[src/rtl/data_mem_pkg.sv]
// Shared types and constants for the data-memory arbiter, the data memory and its bench.
// Optional feature macro used by the arbiter: ARB_LOCK_EN.
`timescale 1ns/1ps
package data_mem_pkg;

  typedef enum logic [1:0] {IDLE, ACCESS, DONE} arb_state_t;
  typedef enum logic {M0, M1} master_t;

  // Memory-mapped I/O window at the top of the data memory; the arbiter treats it as plain RAM.
  localparam int unsigned IO_DISP = 253;
  localparam int unsigned IO_BTN  = 254;
  localparam int unsigned IO_SW   = 255;

endpackage

[src/rtl/data_mem_arbiter_rr_pick2.sv]
// Combinational two-way round-robin picker.
// A single requester always wins; on a tie the master that did not win last time wins,
// unless lock asks the previous winner to keep the bus (only meaningful with ARB_LOCK_EN).
`timescale 1ns/1ps
module rr_pick2
  import data_mem_pkg::*;
(
  input  logic [1:0] req,
  input  master_t    last,
  input  logic       lock,
  output master_t    winner,
  output logic       valid
);

  // Pick a winner from the request vector and the previous winner.
  always_comb begin
    valid  = |req;
    winner = M0;
    case (req)
      2'b01:   winner = M0;
      2'b10:   winner = M1;
      2'b11:   winner = lock ? last : ((last == M0) ? M1 : M0);
      default: winner = M0;
    endcase
  end

endmodule

[src/rtl/data_mem_arbiter.sv]
// Two-master arbiter for the single-port data memory: CPU load/store (m0) and debug/loader (m1).
// One transaction per grant, registered command to memory, read data returned one cycle later.
// Define ARB_LOCK_EN to add m0_lock/m1_lock, letting the current winner keep the bus for bursts.
`timescale 1ns/1ps
module data_mem_arbiter
  import data_mem_pkg::*;
#(
  parameter int N = 8
) (
  input  logic         clk,
  input  logic         rst_n,
  input  logic         m0_req,
  input  logic         m0_we,
  input  logic [N-1:0] m0_addr,
  input  logic [N-1:0] m0_wdata,
`ifdef ARB_LOCK_EN
  input  logic         m0_lock,
  input  logic         m1_lock,
`endif
  output logic         m0_gnt,
  output logic         m0_rvalid,
  output logic [N-1:0] m0_rdata,
  input  logic         m1_req,
  input  logic         m1_we,
  input  logic [N-1:0] m1_addr,
  input  logic [N-1:0] m1_wdata,
  output logic         m1_gnt,
  output logic         m1_rvalid,
  output logic [N-1:0] m1_rdata,
  output logic [N-1:0] mem_addr,
  output logic [N-1:0] mem_wdata,
  output logic         mem_we,
  input  logic [N-1:0] mem_rdata
);

  arb_state_t   state_reg;
  master_t      last_reg;     // owner of the current/most recent transaction
  master_t      pick_winner;
  logic         pick_valid;
  logic         lock_act;
  logic         sel_we;
  logic [N-1:0] sel_addr;
  logic [N-1:0] sel_wdata;

`ifdef ARB_LOCK_EN
  // Lock is only honoured when re-arbitrating straight after the locking master's own transaction.
  assign lock_act = (state_reg == DONE) && ((last_reg == M0) ? m0_lock : m1_lock);
`else
  assign lock_act = 1'b0;
`endif

  rr_pick2 u_pick (
    .req    ({m1_req, m0_req}),
    .last   (last_reg),
    .lock   (lock_act),
    .winner (pick_winner),
    .valid  (pick_valid)
  );

  // Route the winning master's command fields toward the command registers.
  always_comb begin
    sel_we    = m0_we;
    sel_addr  = m0_addr;
    sel_wdata = m0_wdata;
    if (pick_winner == M1) begin
      sel_we    = m1_we;
      sel_addr  = m1_addr;
      sel_wdata = m1_wdata;
    end
  end

  // Arbitration FSM with registered memory command and per-master response registers.
  always_ff @(posedge clk or negedge rst_n) begin
    if (!rst_n) begin
      state_reg <= IDLE;
      last_reg  <= M1;
      mem_we    <= 1'b0;
      mem_addr  <= '0;
      mem_wdata <= '0;
      m0_gnt    <= 1'b0;
      m1_gnt    <= 1'b0;
      m0_rvalid <= 1'b0;
      m1_rvalid <= 1'b0;
      m0_rdata  <= '0;
      m1_rdata  <= '0;
    end else begin
      // Strobes are single-cycle by default.
      mem_we    <= 1'b0;
      m0_gnt    <= 1'b0;
      m1_gnt    <= 1'b0;
      m0_rvalid <= 1'b0;
      m1_rvalid <= 1'b0;
      case (state_reg)
        ACCESS: begin
          // mem_we still reflects the command on the bus, so a low value means a read.
          if (!mem_we) begin
            if (last_reg == M0) begin
              m0_rdata  <= mem_rdata;
              m0_rvalid <= 1'b1;
            end else begin
              m1_rdata  <= mem_rdata;
              m1_rvalid <= 1'b1;
            end
          end
          state_reg <= DONE;
        end
        IDLE, DONE: begin
          if (pick_valid) begin
            state_reg <= ACCESS;
            last_reg  <= pick_winner;
            mem_we    <= sel_we;
            mem_addr  <= sel_addr;
            mem_wdata <= sel_wdata;
            if (pick_winner == M0) m0_gnt <= 1'b1;
            else                   m1_gnt <= 1'b1;
          end else begin
            state_reg <= IDLE;
          end
        end
        default: state_reg <= IDLE;
      endcase
    end
  end

endmodule
[config.mk]
export PLATFORM = sky130hd
export DESIGN_NAME = data_mem_arbiter
export DESIGN_NICKNAME = d
export VERILOG_FILES = /design/src/rtl/data_mem_pkg.sv /design/src/rtl/data_mem_arbiter_rr_pick2.sv /design/src/rtl/data_mem_arbiter.sv
export SDC_FILE = /design/constraint.sdc
export NUM_CORES = 1
export LEC_CHECK = 0
export BUFFER_PORTS_ARGS = -buffer_cell sky130_fd_sc_hd__buf_2
export CAP_MARGIN = 40
export CORE_ASPECT_RATIO = 1.25
export CORE_MARGIN = 2
export CORE_UTILIZATION = 45
export CTS_BUF_LIST = sky130_fd_sc_hd__clkbuf_2 sky130_fd_sc_hd__clkbuf_4 sky130_fd_sc_hd__clkbuf_8
export CTS_CLUSTER_DIAMETER = 50
export DETAILED_ROUTE_END_ITERATION = 8
export GPL_TIMING_DRIVEN = 0
export HOLD_SLACK_MARGIN = 0.06
export PLACE_DENSITY = 0.85
export SETUP_SLACK_MARGIN = 0.3
export SYNTH_ARGS = -nofsm -noshare
export SYNTH_HDL_FRONTEND = slang
export SYNTH_SLANG_ARGS = --single-unit
[constraint.sdc]
create_clock -name clk -period 4.8 [get_ports clk]
set_clock_uncertainty 0.1 [all_clocks]
set_input_delay 0.48 -clock clk [delete_from_list [all_inputs] [get_ports clk]]
set_output_delay 0.48 -clock clk [all_outputs]
set_load 0.005 [all_outputs]
Word-level counts from Yosys, hierarchy flattened
Cells that the tools add are included.
Storage, ports and cells
  flip-flop bits (word level): 40
  input bits: 46
  output and inout port bits: 37
  word-level logic and storage cells: 43
Operators by class
  equal/unequal tests: 4
  multiplexer cells: 20
  bitwise operators: 2
  reduce and logical (&&, ||, !) cells: 6
Operators with widths (number)
  two-way mux 1 bit: 16
  two-way mux 8 bit: 2
  equality test 2 bit, second input constant: 3
  AND reduction 3 bit: 2
  one-hot mux 2 bit (2 select lines): 1
  OR reduction 2 bit: 2
  equality test 2 x 1 -> 1 bit, second input constant: 1
  zero test 2 bit: 1
  NOT 1 bit: 2
  one-hot mux 1 bit (2 select lines): 1
  AND reduction 2 bit: 1

Longest topological paths before layout
Gate-level depths: netlist of run 1.
  word-level depth: 5
  depth in mapped cells: 5
  depth with buffers taken out: 3

Hierarchy
From an unflattened synthesis of run 1, not the netlist that was laid out.
Unflattened totals
  cells, all modules: 106
  area total of the unflattened synthesis: 1677.9 µm²
Modules (own cells, without submodules)
  data_mem_arbiter: instances 1, cells an instance 103, area each 1655.3 µm², sequential area each 1002.2 µm²
  rr_pick2: instances 1, cells an instance 3, area each 22.5 µm², sequential area each 0.0 µm²

Worst setup path before layout of run 1
OpenSTA, ideal clock, no wires.
  kind: reg2reg
  from: register state_reg[0]
  to: register m0_rdata[0]
  setup time: 0.125 ns
  data arrival time: 1.280 ns
  required time: 4.575 ns
  slack: 3.295 ns
  stages on the path, launching flop included: 4
  path buffers: 0
  clock period less this slack: 1.505 ns
  path through: dfrtp_1 -> inv_2 -> nor4_4 -> mux2_2
On the way
  longest elaborated chain between the ends: 2
Ends and longest elaborated chain
  start, declared: line data_mem_arbiter.sv:36  | arb_state_t state_reg;
  start signal, assigned: line data_mem_arbiter.sv:75  | state_reg <= IDLE;
  start signal, assigned: line data_mem_arbiter.sv:105  | state_reg <= DONE;
  start signal, assigned: line data_mem_arbiter.sv:109  | state_reg <= ACCESS;
  equality test 2 x 1 -> 1 bit: line data_mem_arbiter.sv:93  | case (state_reg)
  AND reduction 3 bit (no line)
  end signal, assigned: line data_mem_arbiter.sv:98  | m0_rdata <= mem_rdata;
  end, declared: line data_mem_arbiter.sv:22  | output logic [N-1:0] m0_rdata,
Every way passes these cells.
A chain may end at the register's enable or synchronous reset.

Final worst setup path of run 1
  from: register state_reg[0]
  to: register m0_rdata[1]
Same word-level chain as after synthesis.

==> results of run 1 <==
-- kinds of logic (layout without fill, tap and decap cells) --
logic type	Yosys count	count (layout)	share of synthesized area, %
multiplexers	16	16	11.3
AO/OA/AOI/OAI	22	22	9.54
flip-flops	40	40	62.6
buffers and inverters	9	101	2.42
AND/OR/NAND/NOR	53	53	14.2
-- worst paths after layout --
kind                                         from                       to  slack, ns  depth (start not counted)
max in group asynchronous                   rst_n     last_reg$_DFFE_PN1P_       3.71                          3
max reg2reg                state_reg[0]$_DFF_PN0_  m0_rdata[1]$_DFFE_PN0P_       3.11                          3
min in group asynchronous                   rst_n      m1_rvalid$_DFF_PN0_       0.44                          2
min                                        m0_req     last_reg$_DFFE_PN1P_       0.30                          2
min reg2reg                state_reg[0]$_DFF_PN0_         m1_gnt$_DFF_PN0_       0.40                          1
max                        state_reg[0]$_DFF_PN0_  m0_rdata[1]$_DFFE_PN0P_       3.11                          3
-- power groups by stage --
stage / clock [W] / sequential [W] / combinational (W)
after global routing: 0.000241 / 0.000517 / 0.000340
after detailed placement: 0 / 0.000511 / 0.000313
final: 0.000222 / 0.000502 / 0.000306
after global placement: 0 / 0.000504 / 0.000302
after floorplan: 0 / 0.000521 / 0.000139
after CTS: 0.000229 / 0.000504 / 0.000314
-- per-layer routing --
layer / vias to the layer above / global-route usage [%] / routed length (µm) / share of wire [%]
li1: 657 / - / - / -
met1: 627 / 20.6 / 1400 / 41
met2: 82 / 32.4 / 1750 / 51
met3: 4 / 4.02 / 268 / 7.7
met4: 0 / 7.24 / 38 / 1.1
met5: - / 0 / 0 / 0
-- worst max-delay path, cell delays in order (launching register included) --
cell	delay, ns
dfrtp_1	0.40
inv_2	0.08
nor4_4	0.59
mux2_2	0.41
-- area by class of cell --
class	instances	area (µm²)	share of cell area, %
Buffer	8	35.0	1.61
Clock buffer	6	82.6	3.78
Clock inverter	2	10.0	0.459
Inverter	1	3.75	0.172
Multi-Input combinational cell	91	559	25.6
Sequential cell	40	1000	45.9
Tap cell	39	48.8	2.24
Timing Repair Buffer	84	440	20.2
-- metrics by stage --
step                      utilization, %  worst slack (ns)  cell area (µm²)  cells
after floorplan                        -              3.29             1600    140
after global placement              59.6              2.99             2060    261
after detailed placement            60.2              2.95             2080    262
after CTS                           63.2              3.09             2180    271
after global routing                63.2              3.01             2180    271
final                               63.2              3.11             2180    271
-- cell usage after synthesis (4+ instances only) --
master    count  area, µm²
a31oi_1      17        106
buf_2         4       20.0
clkbuf_1      4       15.0
dfrtp_1      39        976
mux2_2       16        180
nand2_1      32        120
nor2_1       17       63.8
==> run summary, run 1 <==
Status = complete, no violations
Post_cts resized = 0
Clock Sinks = 40
Commonest non-fill, non-tap cell in the layout = buf_2
Part of the power in registers = 48.7%
Logic pwr share = 29.7%
CP Class = reg -> reg
DRC viols = 0
RSZ-0062 raised after global routing = false
Fill count = 305
Vias/cell = 5.06
Post-synth EDFFs = 0
Num rows = 24
DRT Pass-1 Iters = 4
Hold-fix buffers at CTS = 1
Syn_area_per_cell = 11.4 µm²
# H-tree levels = 2
Buffers from clock root to sink, at most = 2
First-pass GRT wire length = 5750 µm
Critical Path AT = 1.76 ns
Port bufs = 82
Seq/Total Area, Yosys = 62.6%
Synth cell types = 18
Most frequent cells in the layout = buf_2 (86), dfrtp_1 (39), nand2_1 (32)
Die footprint = 4050 µm²
Hold WS = 0.304 ns
Tmin final = 1.69 ns
Layout area overhead = 36.4%
Vias = 1370
Power Total = 0.00103 W
Pins Over Slew Limit = 0
FMAX = 592 MHz
Pint = 0.000735 W
Cell area after synthesis = 1600 µm²
Worst Setup Start Kind = flip-flop
Drt first-iter violations = 15
Avg WL per Cell = 12.8 µm
GRT Total Usage = 18.1%
Setup TNS Final = 0 ns
Synth async-reset ratio = 100%
Sw power = 0.000295 W
Relative max-transition margin = 59.9%
Mapped Nets = 186
Post-DRT Antenna Nets = 0
Total CTS buffers = 5
CP Data Required Time = 4.87 ns
Worst min-delay path category = in -> reg
Root Buffer = clkbuf_8
Worst-Skew Late Latency = 0.28 ns
Critical path peak fanout = 9
Static Leakage = 1.10 nW
Total Routed Length = 3460 µm
Initial Util = 46.3%
# diodes = 0
Initial antenna violation count = 0
DIE HEIGHT = 70.7 µm
Post-CTS Setup Bufs = 0
Largest net degree at the start of global routing = 39
Least-Margin Pin Slew = 0.598 ns
Mapped Cells = 140
Yosys reg bits = 40
Chip width = 57.3 µm
Clk pwr share = 21.5%
Power Density = 472 nW/µm²
CTS tree = yes
Clock-pin slew on the worst setup and hold paths = 0.07 ns
Gr ovfl total = 0
Fraction of layout cells with a size suffix above 1 = 50.4%
GPL Wtd Cong = 0.728
Ys flop type = dfrtp_1
Setup-failing EPs final = 0
Number of global-route vias before repair = 1373
IO Pins = 83
Fin nets = 277
Core Region = 3450 µm²
Hold Violations, Final = 0
Synth warnings = 0
Peak supply drop = 0.310 mV
Maxcap violations = 0
Sw Ratio = 28.6%
Worst setup EP type = flip-flop
Period Utilization, post-route = 35.2%
Note: power is estimated with default switching activity, not from simulation.
==> run 2: changes to the inputs <==
--- a/config.mk
+++ b/config.mk
@@ -9,13 +9,13 @@
 export CAP_MARGIN = 40
 export CORE_ASPECT_RATIO = 1.25
 export CORE_MARGIN = 2
-export CORE_UTILIZATION = 45
+export CORE_UTILIZATION = 42
 export CTS_BUF_LIST = sky130_fd_sc_hd__clkbuf_2 sky130_fd_sc_hd__clkbuf_4 sky130_fd_sc_hd__clkbuf_8
 export CTS_CLUSTER_DIAMETER = 50
 export DETAILED_ROUTE_END_ITERATION = 8
 export GPL_TIMING_DRIVEN = 0
 export HOLD_SLACK_MARGIN = 0.06
-export PLACE_DENSITY = 0.85
+export PLACE_DENSITY = 0.83
 export SETUP_SLACK_MARGIN = 0.3
 export SYNTH_ARGS = -nofsm -noshare
 export SYNTH_HDL_FRONTEND = slang
==> constraint.sdc (replaced) <==
create_clock -name clk -period 1.45 [get_ports clk]
set_clock_uncertainty 0.1 [all_clocks]
set_input_delay 0.145 -clock clk [delete_from_list [all_inputs] [get_ports clk]]
set_output_delay 0.145 -clock clk [all_outputs]
set_load 0.005 [all_outputs]
==> run 2 against run 1 <==
Effect of this change: combinational power rose to 5.4 times the previous value; sequential share of layout area down 14 points; final cell count up 24%; global-route usage up 7.2 points; power rose to 4.0 times the previous value; via count up 27%; design area up 42%; non-clock buffer count up 64; the run now ends with setup timing left; flip-flop and latch count unchanged; die area up 6.7%; routed wire length up 62%; clock-buffer cell count unchanged; critical path type unchanged.
==> run summary, run 2 (synthesis gave the netlist of run 1 again) <==
Status = finished, violations left
Failing checks = setup timing
Fraction of layout cells with a size suffix above 1 = 54.7%
Number of global-route vias before repair = 1785
Pins Over Slew Limit = 0
Period Utilization, post-route = 103%
Post-DP HPWL = 2610 µm
Worst Setup Start Kind = flip-flop
Final core occ = 83.5%
Post-DRT Antenna Nets = 0
Hold Violations, Final = 0
DIE HEIGHT = 73.0 µm
Dpl ws = -0.265 ns
Static Leakage = 1.52 nW
# H-tree levels = 2
Peak supply drop = 0.784 mV
DRT Pass-1 Iters = 4
Largest stage delay, worst path = 0.44 ns
GRT Total Usage = 25.3%
Slowest stage cell, crit path = dfrtp_1
FMAX = 669 MHz
Power Density = 1330 nW/µm²
RR Endpoint = m0_rdata[2]$_DFFE_PN0P_
Setup-failing EPs final = 13
Port bufs = 82
First-pass GRT wire length = 8270 µm
GPL Wtd Cong = 0.694
Clock-pin slew on the worst setup and hold paths = 0.08 ns
IO Pins = 83
Worst R2R Setup Slack = -0.04 ns
Clk pwr share = 18.3%
Pint = 0.00290 W
Most frequent cells in the layout = buf_2 (82), dlygate4sd3_1 (45), dfrtp_1 (39)
Initial antenna violation count = 0
Part of the power in registers = 41.8%
Worst setup margin = -0.0446 ns
CP Data Required Time = 1.52 ns
Least-Margin Pin Slew = 0.255 ns
RSZ-0062 raised after global routing = true
Relative max-transition margin = 82.9%
Drt first-iter violations = 81
Commonest non-fill, non-tap cell in the layout = buf_2
Critical Path AT = 1.57 ns
Total Routed Length = 5620 µm
# diodes = 0
R2R cell count = 3
Worst Path Buf+Inv = 1
Num rows = 25
Maxcap violations = 0
Critical path peak fanout = 8
DRC viols = 0
CP Class = reg -> reg
CP top delay family = flip-flops
Worst setup EP type = flip-flop
Total CTS buffers = 5
Clock Sinks = 40
Vias = 1746
Sw Ratio = 29.9%
Power Total = 0.00413 W
Root Buffer = clkbuf_8
Logic pwr share = 40.0%
Fin nets = 341
Worst reg2reg startpoint = state_reg[1]$_DFF_PN0_
Fill count = 181
Avg WL per Cell = 16.7 µm
Tmin final = 1.49 ns
Worst-Skew Late Latency = 0.28 ns
Chip width = 59.2 µm
Vias/cell = 5.20
Buffers from clock root to sink, at most = 2
Worst min-delay path category = in -> async
Sw power = 0.00123 W
Cell Chain, Critical Path = nor4_4, buf_6, mux2_4
CTS tree = yes
Core Region = 3720 µm²
Largest net degree at the start of global routing = 41
Layout area overhead = 94.2%
Die footprint = 4320 µm²
Initial Util = 43.0%
Gr ovfl total = 0
==> run 2: cell count changes in the layout (fill, tap and decap cells not counted), moves of 10 or more <==
cell,change
buf_4,+10
dlygate4sd3_1,+44
mux2_2,-16
mux2_4,+16
nor2_1,-16
nor2_2,+11
==> run 2: cell type report <==
cell class | count | area [µm²] | share of cell area (%)
repair buffers | 148 | 1090 | 35.1
flip-flops and latches | 40 | 1000 | 32.2
multi-input cells | 91 | 719 | 23.1
plain buffers | 8 | 148 | 4.75
clock buffers | 6 | 82.6 | 2.66
well taps | 40 | 50.0 | 1.61
clock inverters | 2 | 10.0 | 0.322
inverters | 1 | 3.75 | 0.121
==> run 2: how the worst max path moves through the flow <==
stage / depth (start not counted) / end / start / slack (ns)
2_1_floorplan: 2 / m0_rdata[0]$_DFFE_PN0P_ / mem_we$_DFF_PN0_ / -0.05
3_3_place_gp: 2 / m0_rdata[6]$_DFFE_PN0P_ / mem_we$_DFF_PN0_ / -0.22
3_5_place_dp: 2 / m0_rdata[1]$_DFFE_PN0P_ / mem_we$_DFF_PN0_ / -0.26
4_1_cts: 4 / m0_rdata[1]$_DFFE_PN0P_ / state_reg[0]$_DFF_PN0_ / -0.02
5_1_grt: 3 / m0_rdata[4]$_DFFE_PN0P_ / mem_we$_DFF_PN0_ / -0.08
6_report: 3 / m0_rdata[2]$_DFFE_PN0P_ / state_reg[1]$_DFF_PN0_ / -0.04
==> run 2: routing by layer <==
metal  vias to the layer above  global-route usage (%)  wire length [µm]
li1                        788                       -                 -
met1                       844                    30.4              2250
met2                       107                    43.3              2770
met3                         7                    8.87               530
met4                         0                    5.30                73
met5                         -                       0                 0
==> run 2: per-stage QoR <==
| stage | hold WS [ns] | TNS, ns | area [µm²] | instances |
|---|---|---|---|---|
| after floorplan | -0.251 | -0.399 | 1700 | 140 |
| after global placement | 0.193 | -2.04 | 2160 | 262 |
| after detailed placement | 0.0305 | -2.46 | 2180 | 263 |
| after CTS | 0.255 | -0.173 | 2920 | 329 |
| after global routing | 0.288 | -1.18 | 3110 | 336 |
| final | 0.277 | -0.378 | 3110 | 336 |
==> run 2: tightest hold or removal path, stage by stage <==
cell and delay, ns:
dlygate4sd3_1 0.53, buf_2 0.13, buf_12 0.23
==> run 2: timing repair <==
item,CTS,global route
hold endpoints to repair,74,0
hold buffers,45,0
gates resized for setup,17,37
setup endpoints to repair,38,37
buffers inserted,11,5
gates cloned,2,2
pin swaps,3,3
==> run 2: power by group through the flow <==
stage          Clock (W)  Combinational, W  Sequential [W]
2_1_floorplan          0          0.000581         0.00173
3_3_place_gp           0           0.00113         0.00167
3_5_place_dp           0           0.00116         0.00169
4_1_cts         0.000756           0.00146         0.00167
5_1_grt         0.000818           0.00178         0.00176
6_report        0.000755           0.00165         0.00173
